===== src/rtl/case_conv_pkg.sv =====
// Shared types and constants for the streaming ASCII case converter.
package case_conv_pkg;

  // Per-packet conversion mode, encoded as carried on mode_i.
  typedef enum logic [1:0] {
    MODE_PASS  = 2'd0,
    MODE_UPPER = 2'd1,
    MODE_LOWER = 2'd2,
    MODE_SWAP  = 2'd3
  } mode_e;

  // Packet tracking state: IDLE expects a first beat, IN_PKT a continuation.
  typedef enum logic {
    ST_IDLE   = 1'b0,
    ST_IN_PKT = 1'b1
  } state_e;

  // ASCII letter ranges.
  localparam logic [7:0] ASCII_UPPER_MIN = 8'h41;
  localparam logic [7:0] ASCII_UPPER_MAX = 8'h5A;
  localparam logic [7:0] ASCII_LOWER_MIN = 8'h61;
  localparam logic [7:0] ASCII_LOWER_MAX = 8'h7A;

  // Upper and lower case letters differ only in bit 5.
  localparam logic [7:0] CASE_MASK = 8'h20;

endpackage


===== src/rtl/case_conv_lane.sv =====
// One byte lane of the case converter: purely combinational.
module case_conv_lane
  import case_conv_pkg::*;
(
  input  logic [7:0] data_i,
  input  mode_e      mode_i,
  input  logic       keep_i,
  output logic [7:0] data_o,
  output logic       changed_o
);

  logic is_upper;
  logic is_lower;
  logic flip;

  // Classify the byte, decide whether bit 5 flips, and flag a real change.
  always_comb begin
    is_upper = (data_i >= ASCII_UPPER_MIN) && (data_i <= ASCII_UPPER_MAX);
    is_lower = (data_i >= ASCII_LOWER_MIN) && (data_i <= ASCII_LOWER_MAX);
    flip     = 1'b0;
    if (keep_i) begin
      case (mode_i)
        MODE_UPPER: flip = is_lower;
        MODE_LOWER: flip = is_upper;
        MODE_SWAP:  flip = is_upper | is_lower;
        default:    flip = 1'b0;
      endcase
    end
    data_o    = flip ? (data_i ^ CASE_MASK) : data_i;
    changed_o = (data_o != data_i);
  end

endmodule


===== src/rtl/case_convert_stream.sv =====
// Streaming ASCII case converter with per-packet mode, a 2-entry skid
// buffer on the output and a saturating per-packet changed-character count.
//
// Handshake: a beat moves on a port in a cycle where valid and ready are both
// high. A source holds valid and its payload until that happens; in_ready is a
// flop (skid register empty) so out_ready never reaches it combinationally.
module case_convert_stream
  import case_conv_pkg::*;
#(
  parameter int LANES = 4,
  parameter int CNT_W = 16
) (
  input  logic               clk,
  input  logic               rst,
  input  logic [1:0]         mode_i,
  input  logic               in_valid,
  output logic               in_ready,
  input  logic [8*LANES-1:0] in_data,
  input  logic [LANES-1:0]   in_keep,
  input  logic               in_last,
  output logic               out_valid,
  input  logic               out_ready,
  output logic [8*LANES-1:0] out_data,
  output logic [LANES-1:0]   out_keep,
  output logic               out_last,
  output logic               stat_valid,
  output logic [CNT_W-1:0]   stat_count,
  output state_e             dbg_state
);

  localparam int POP_W = $clog2(LANES + 1);
  localparam int SUM_W = ((CNT_W > POP_W) ? CNT_W : POP_W) + 1;
  localparam logic [SUM_W-1:0] CNT_MAX = {{(SUM_W-CNT_W){1'b0}}, {CNT_W{1'b1}}};

  // Packet FSM and counter state.
  state_e             state_q, state_d;
  mode_e              mode_q, mode_d;
  logic [CNT_W-1:0]   cnt_q, cnt_d;
  logic               stat_valid_q, stat_valid_d;
  logic [CNT_W-1:0]   stat_count_q, stat_count_d;

  // Output register and skid register.
  logic               out_valid_q, out_valid_d;
  logic [8*LANES-1:0] out_data_q, out_data_d;
  logic [LANES-1:0]   out_keep_q, out_keep_d;
  logic               out_last_q, out_last_d;
  logic               skid_valid_q, skid_valid_d;
  logic [8*LANES-1:0] skid_data_q, skid_data_d;
  logic [LANES-1:0]   skid_keep_q, skid_keep_d;
  logic               skid_last_q, skid_last_d;
  logic               in_ready_q, in_ready_d;

  // Combinational helpers.
  mode_e              cur_mode;
  logic [8*LANES-1:0] conv_data;
  logic [LANES-1:0]   lane_changed;
  logic               accept;
  logic [SUM_W-1:0]   pop;
  logic [SUM_W-1:0]   sum;
  logic [CNT_W-1:0]   sum_sat;

  // The first beat of a packet takes its mode straight from mode_i.
  assign cur_mode = (state_q == ST_IDLE) ? mode_e'(mode_i) : mode_q;

  for (genvar k = 0; k < LANES; k++) begin : g_lane
    case_conv_lane u_lane (
      .data_i    (in_data[8*k +: 8]),
      .mode_i    (cur_mode),
      .keep_i    (in_keep[k]),
      .data_o    (conv_data[8*k +: 8]),
      .changed_o (lane_changed[k])
    );
  end

  // in_ready is held low during reset; the flop itself resets to "skid empty".
  assign in_ready = in_ready_q & ~rst;
  assign accept   = in_valid & in_ready;

  // Count changed lanes and add them to the running total with saturation.
  always_comb begin
    pop = '0;
    for (int k = 0; k < LANES; k++) begin
      pop = pop + SUM_W'(lane_changed[k]);
    end
    sum     = {{(SUM_W-CNT_W){1'b0}}, cnt_q} + pop;
    sum_sat = (sum > CNT_MAX) ? {CNT_W{1'b1}} : sum[CNT_W-1:0];
  end

  // Next-state logic for the FSM, counter and skid buffer.
  always_comb begin
    state_d      = state_q;
    mode_d       = mode_q;
    cnt_d        = cnt_q;
    stat_valid_d = 1'b0;
    stat_count_d = stat_count_q;
    out_valid_d  = out_valid_q;
    out_data_d   = out_data_q;
    out_keep_d   = out_keep_q;
    out_last_d   = out_last_q;
    skid_valid_d = skid_valid_q;
    skid_data_d  = skid_data_q;
    skid_keep_d  = skid_keep_q;
    skid_last_d  = skid_last_q;

    if (accept) begin
      if (state_q == ST_IDLE) begin
        mode_d  = mode_e'(mode_i);
        state_d = in_last ? ST_IDLE : ST_IN_PKT;
      end else if (in_last) begin
        state_d = ST_IDLE;
      end
      if (in_last) begin
        stat_count_d = sum_sat;
        stat_valid_d = 1'b1;
        cnt_d        = '0;
      end else begin
        cnt_d = sum_sat;
      end
    end

    // Output register is free or draining: refill from skid first to keep
    // order, otherwise from the input. A new beat is only accepted while the
    // skid is empty, so the two sources never compete.
    if (!out_valid_q || out_ready) begin
      if (skid_valid_q) begin
        out_valid_d  = 1'b1;
        out_data_d   = skid_data_q;
        out_keep_d   = skid_keep_q;
        out_last_d   = skid_last_q;
        skid_valid_d = 1'b0;
      end else begin
        out_valid_d = accept;
        if (accept) begin
          out_data_d = conv_data;
          out_keep_d = in_keep;
          out_last_d = in_last;
        end
      end
    end else if (accept) begin
      skid_valid_d = 1'b1;
      skid_data_d  = conv_data;
      skid_keep_d  = in_keep;
      skid_last_d  = in_last;
    end

    in_ready_d = ~skid_valid_d;
  end

  // State registers with synchronous reset; a reset drops all buffered beats.
  always_ff @(posedge clk) begin
    if (rst) begin
      state_q      <= ST_IDLE;
      mode_q       <= MODE_PASS;
      cnt_q        <= '0;
      stat_valid_q <= 1'b0;
      stat_count_q <= '0;
      out_valid_q  <= 1'b0;
      out_data_q   <= '0;
      out_keep_q   <= '0;
      out_last_q   <= 1'b0;
      skid_valid_q <= 1'b0;
      skid_data_q  <= '0;
      skid_keep_q  <= '0;
      skid_last_q  <= 1'b0;
      in_ready_q   <= 1'b1;
    end else begin
      state_q      <= state_d;
      mode_q       <= mode_d;
      cnt_q        <= cnt_d;
      stat_valid_q <= stat_valid_d;
      stat_count_q <= stat_count_d;
      out_valid_q  <= out_valid_d;
      out_data_q   <= out_data_d;
      out_keep_q   <= out_keep_d;
      out_last_q   <= out_last_d;
      skid_valid_q <= skid_valid_d;
      skid_data_q  <= skid_data_d;
      skid_keep_q  <= skid_keep_d;
      skid_last_q  <= skid_last_d;
      in_ready_q   <= in_ready_d;
    end
  end

  assign out_valid  = out_valid_q;
  assign out_data   = out_data_q;
  assign out_keep   = out_keep_q;
  assign out_last   = out_last_q;
  assign stat_valid = stat_valid_q;
  assign stat_count = stat_count_q;
  assign dbg_state  = state_q;

endmodule


===== config.mk =====
export PLATFORM = sky130hd
export DESIGN_NAME = case_convert_stream
export DESIGN_NICKNAME = d
export VERILOG_FILES = /design/src/rtl/case_conv_pkg.sv /design/src/rtl/case_conv_lane.sv /design/src/rtl/case_convert_stream.sv
export SDC_FILE = /design/constraint.sdc
export NUM_CORES = 1
export LEC_CHECK = 0
export BUFFER_PORTS_ARGS = -buffer_cell sky130_fd_sc_hd__buf_2
export CAP_MARGIN = 0
export CELL_PAD_IN_SITES_DETAIL_PLACEMENT = 0
export CELL_PAD_IN_SITES_GLOBAL_PLACEMENT = 1
export CORE_MARGIN = 4
export CORE_UTILIZATION = 45
export DETAILED_ROUTE_END_ITERATION = 10
export PLACE_DENSITY = 0.87
export RECOVER_POWER = 100
export SYNTH_ARGS = -nofsm -noshare
export SYNTH_HDL_FRONTEND = slang
export SYNTH_SLANG_ARGS = --single-unit

===== constraint.sdc =====
create_clock -name clk -period 8.98 [get_ports clk]
set_input_delay 0 -clock clk [delete_from_list [all_inputs] [get_ports clk]]
set_output_delay 0 -clock clk [all_outputs]
set_load 0.01 [all_outputs]

==> results.yml <==
outcome:
  outcome: "finished with violations"
  failed_checks: "max-capacitance violations, max-slew violations"
timing:
  worst_slew_pin_slew_ns: 4.34
  fin_skew_ns: 0.00694
  period_share_pct: 61.5
  max_clock_freq_mhz: 181
  rsz0062_at_grt: "no"
  drv_slew: 143
  hold_viol: 0
  period_needed_ns: 5.53
  finalSetupViolations: 0
  max-slew-margin-rel_pct: -190
  fin_setup_tns_ns: 0
  layout_setup_ws_ns: 3.45
cts:
  cts.sinks: 113
  cts_tree: "yes"
  root_buffer: "clkbuf_16"
  path_clk_slew_ns: 0.05
  cts_setup_buffers: 0
  cts.path.max_buffers: 2
  clkLatencyLatePin_ns: 0.41
  numCtsBuffers: 17
  cts_resized: 0
  htreeDepth: 4
power:
  power.internal_uw: 1030
  p_per_area_nw_per_um2: 201
  seqPwrFrac_pct: 39.7
  pwr-share-clk_pct: 50.7
  max-vdd-ir-drop_mv: 0.128
  p_switching_uw: 317
  combPwrFrac_pct: 9.7
  power.leakage_uw: 0.00235
  p_total_uw: 1350
  swShare_pct: 23.5
logic_synthesis:
  synth.top_cell.area_share_pct: 42.4
  netlist_instances: 610
  yosysMostFrequentCell: "dfxtp_1"
  ys.flop_type: "dfxtp_1"
  synth_common_cells: "dfxtp_1 (113), nand2_1 (84), nor2_1 (71)"
  synth_seq_cells: 113
  synth_nets: 657
  synth_area_leader_cell: "dfxtp_1"
  synth-async-reset-ratio_pct: 0
  syn_area_per_cell_um2: 8.75
  syn_area_um2: 5340
  synth_cell_type_count: 61
  synth-edff-count: 0
  synth_area_leaders: "dfxtp_1 (42%), mux2i_1 (6.7%), a211oi_1 (5.9%), nand2_1 (5.9%), a21oi_1 (5.1%)"
  ys_seq_area_share_pct: 42.4
  ys_warn_count: 0
die:
  io_pins: 100
  coreArea_um2: 11500
  initial_core_util_pct: 46.4
  fp.dieW_um: 117
  die_area_um2: 13700
  die_h_um: 117
  row_count: 39
finish:
  stdcell_count: 882
  nFillCells: 1067
  num_antenna_cells: 0
  drive_gt1_share_pct: 14.5
  syn2layout_area_growth_pct: 25.5
  final_nets: 774
hold_path:
  hold_path.class: "input pin to register"
routing:
  met1_length_um: 6470
  vias_per_cell: 5.57
  vias: 4912
  wl_per_cell_um: 15.7
  drc: 0
  met3WireLength_um: 734
  ant_nets: 0
  drt_iter0_markers: 309
  wl_met2_um: 6260
  wl_um: 13900
  drtPass1Iterations: 4
  highest_layer: "met4"
placement:
  dp_hpwl_um: 9040
  place_congestion: 0.871
  dpl.cell_count: 813
  io_buffers: 99
  dp_slack_ns: 4.98
setup_path:
  rr_startpoint: "dbg_state"
  slowest_stage: "nor4_1"
  startpoint: "dbg_state"
  crit_path_cell_trace: "mux2_1, and2_0, o211ai_1, fa_1, inv_1, fa_1, fa_1, nand3_1, nor4_1, a21oi_1, a211oi_1"
  max_stage_delay_ns: 1.42
  crit_type: "register to register"
  r2r_setup_slack_ns: 3.45
  reg2reg_to: "stat_count[7]"
  cp-endpoint: "stat_count[7]"
  cp.required_ns: 9.24
  cp-end-kind: "register"
  rr_worst_depth: 11
  cp-start-kind: "register"
  crit_arrival_ns: 5.79
  cp_max_fo: 11
  cp_common_cell: "fa_1"
grt:
  grt.total_usage_pct: 20.9
  grt_pass1_wl_um: 22400
  grt_antenna_before_repair: 0
  grt_max_degree: 94
  grt_overflow: 0
  first_global_vias: 4513
run:
  drv_cap: 3
## final cells by class
cell class / count / area (um^2) / area share [%]
clock inverters: 11 / 136 / 2.03
well taps: 143 / 179 / 2.67
clock buffers: 20 / 467 / 6.96
repair buffers: 142 / 835 / 12.5
multi-input cells: 443 / 2790 / 41.6
flip-flops and latches: 113 / 2260 / 33.8
inverters: 10 / 37.5 / 0.560
## cell families (layout without fill, tap and decap cells)
kind of cell	count (synthesis)	in the layout	share of synthesized area [%]
compound gates	161	161	21.1
xor+xnor	11	11	1.80
fa+ha+maj	4	4	1.36
buf+inv	54	183	4.90
flops	113	113	42.4
mux	40	40	7.59
simple gates	227	227	20.9
## stage by stage
step | utilization [%] | hold slack, ns | area, um^2
after detailed placement | 50.7 | 0.273 | 5840
after CTS | 59.3 | 0.0608 | 6830
after global placement | 50.7 | 0.263 | 5840
final | 58.2 | 0.0812 | 6700
after floorplan | - | 0.136 | 5340
after global routing | 58.2 | 0.125 | 6700
## layer usage
| layer | up-vias | track usage (%) |
|---|---|---|
| met5 | - | 0 |
| met4 | 0 | 10.0 |
| met3 | 30 | 4.94 |
| met2 | 138 | 31.6 |
| met1 | 2301 | 28.1 |
| li1 | 2443 | - |
## worst max-delay path, delay by kind of cell, from the launching register on
family,cells,cell delay (ns)
compound gates,3,1.49
fa+ha+maj,3,0.96
buf+inv,1,0.09
flops,1,0.45
mux,1,0.48
simple gates,3,1.90
## layout by cell type, fill, tap and decap left out, drive strengths merged, types with 6 or more instances in the layout
master,count
xnor2,11
a31oi,8
o21ai,11
dlygate4sd3,38
clkinv,8
clkbuf,79
nor4,9
a311oi,7
buf,45
inv,9
nand2b,6
nand3,12
nand2,84
nor3,15
dfxtp,113
nor2,71
mux2i,36
a21oi,56
a211oi,52
## how the worst min path moves through the flow
| stage | from | to | slack, ns | depth (start not counted) |
|---|---|---|---|---|
| finish | mode_i[0] | mode_q[0] | 0.08 | 3 |
| global route | mode_i[0] | mode_q[0] | 0.13 | 3 |
| CTS | mode_i[1] | mode_q[1] | 0.06 | 3 |
| detailed placement | in_data[30] | skid_data_q[30] | 0.27 | 3 |
| global placement | in_keep[0] | skid_keep_q[0] | 0.26 | 3 |
| floorplan | in_data[0] | skid_data_q[0] | 0.14 | 2 |
## power by group through the flow
stage	clock network (uW)	logic, uW	registers [uW]
after floorplan	0	64.6	550
after global placement	0	119	542
after detailed placement	0	121	543
after CTS	694	135	533
after global routing	716	145	536
final	682	130	534
## flip-flops by register name, indices dropped and copies added, names as in the netlist, 2 cells and up
name,count
stat_count,16
cnt_q,16
out_data,32
mode_q,2
skid_data_q,32
out_keep,4
skid_keep_q,4
## repair_timing
item                       CTS  global route
setup endpoints to repair    0             0
hold endpoints to repair    72             0
hold buffers                38             0
Note: power is estimated with default switching activity, not from simulation.
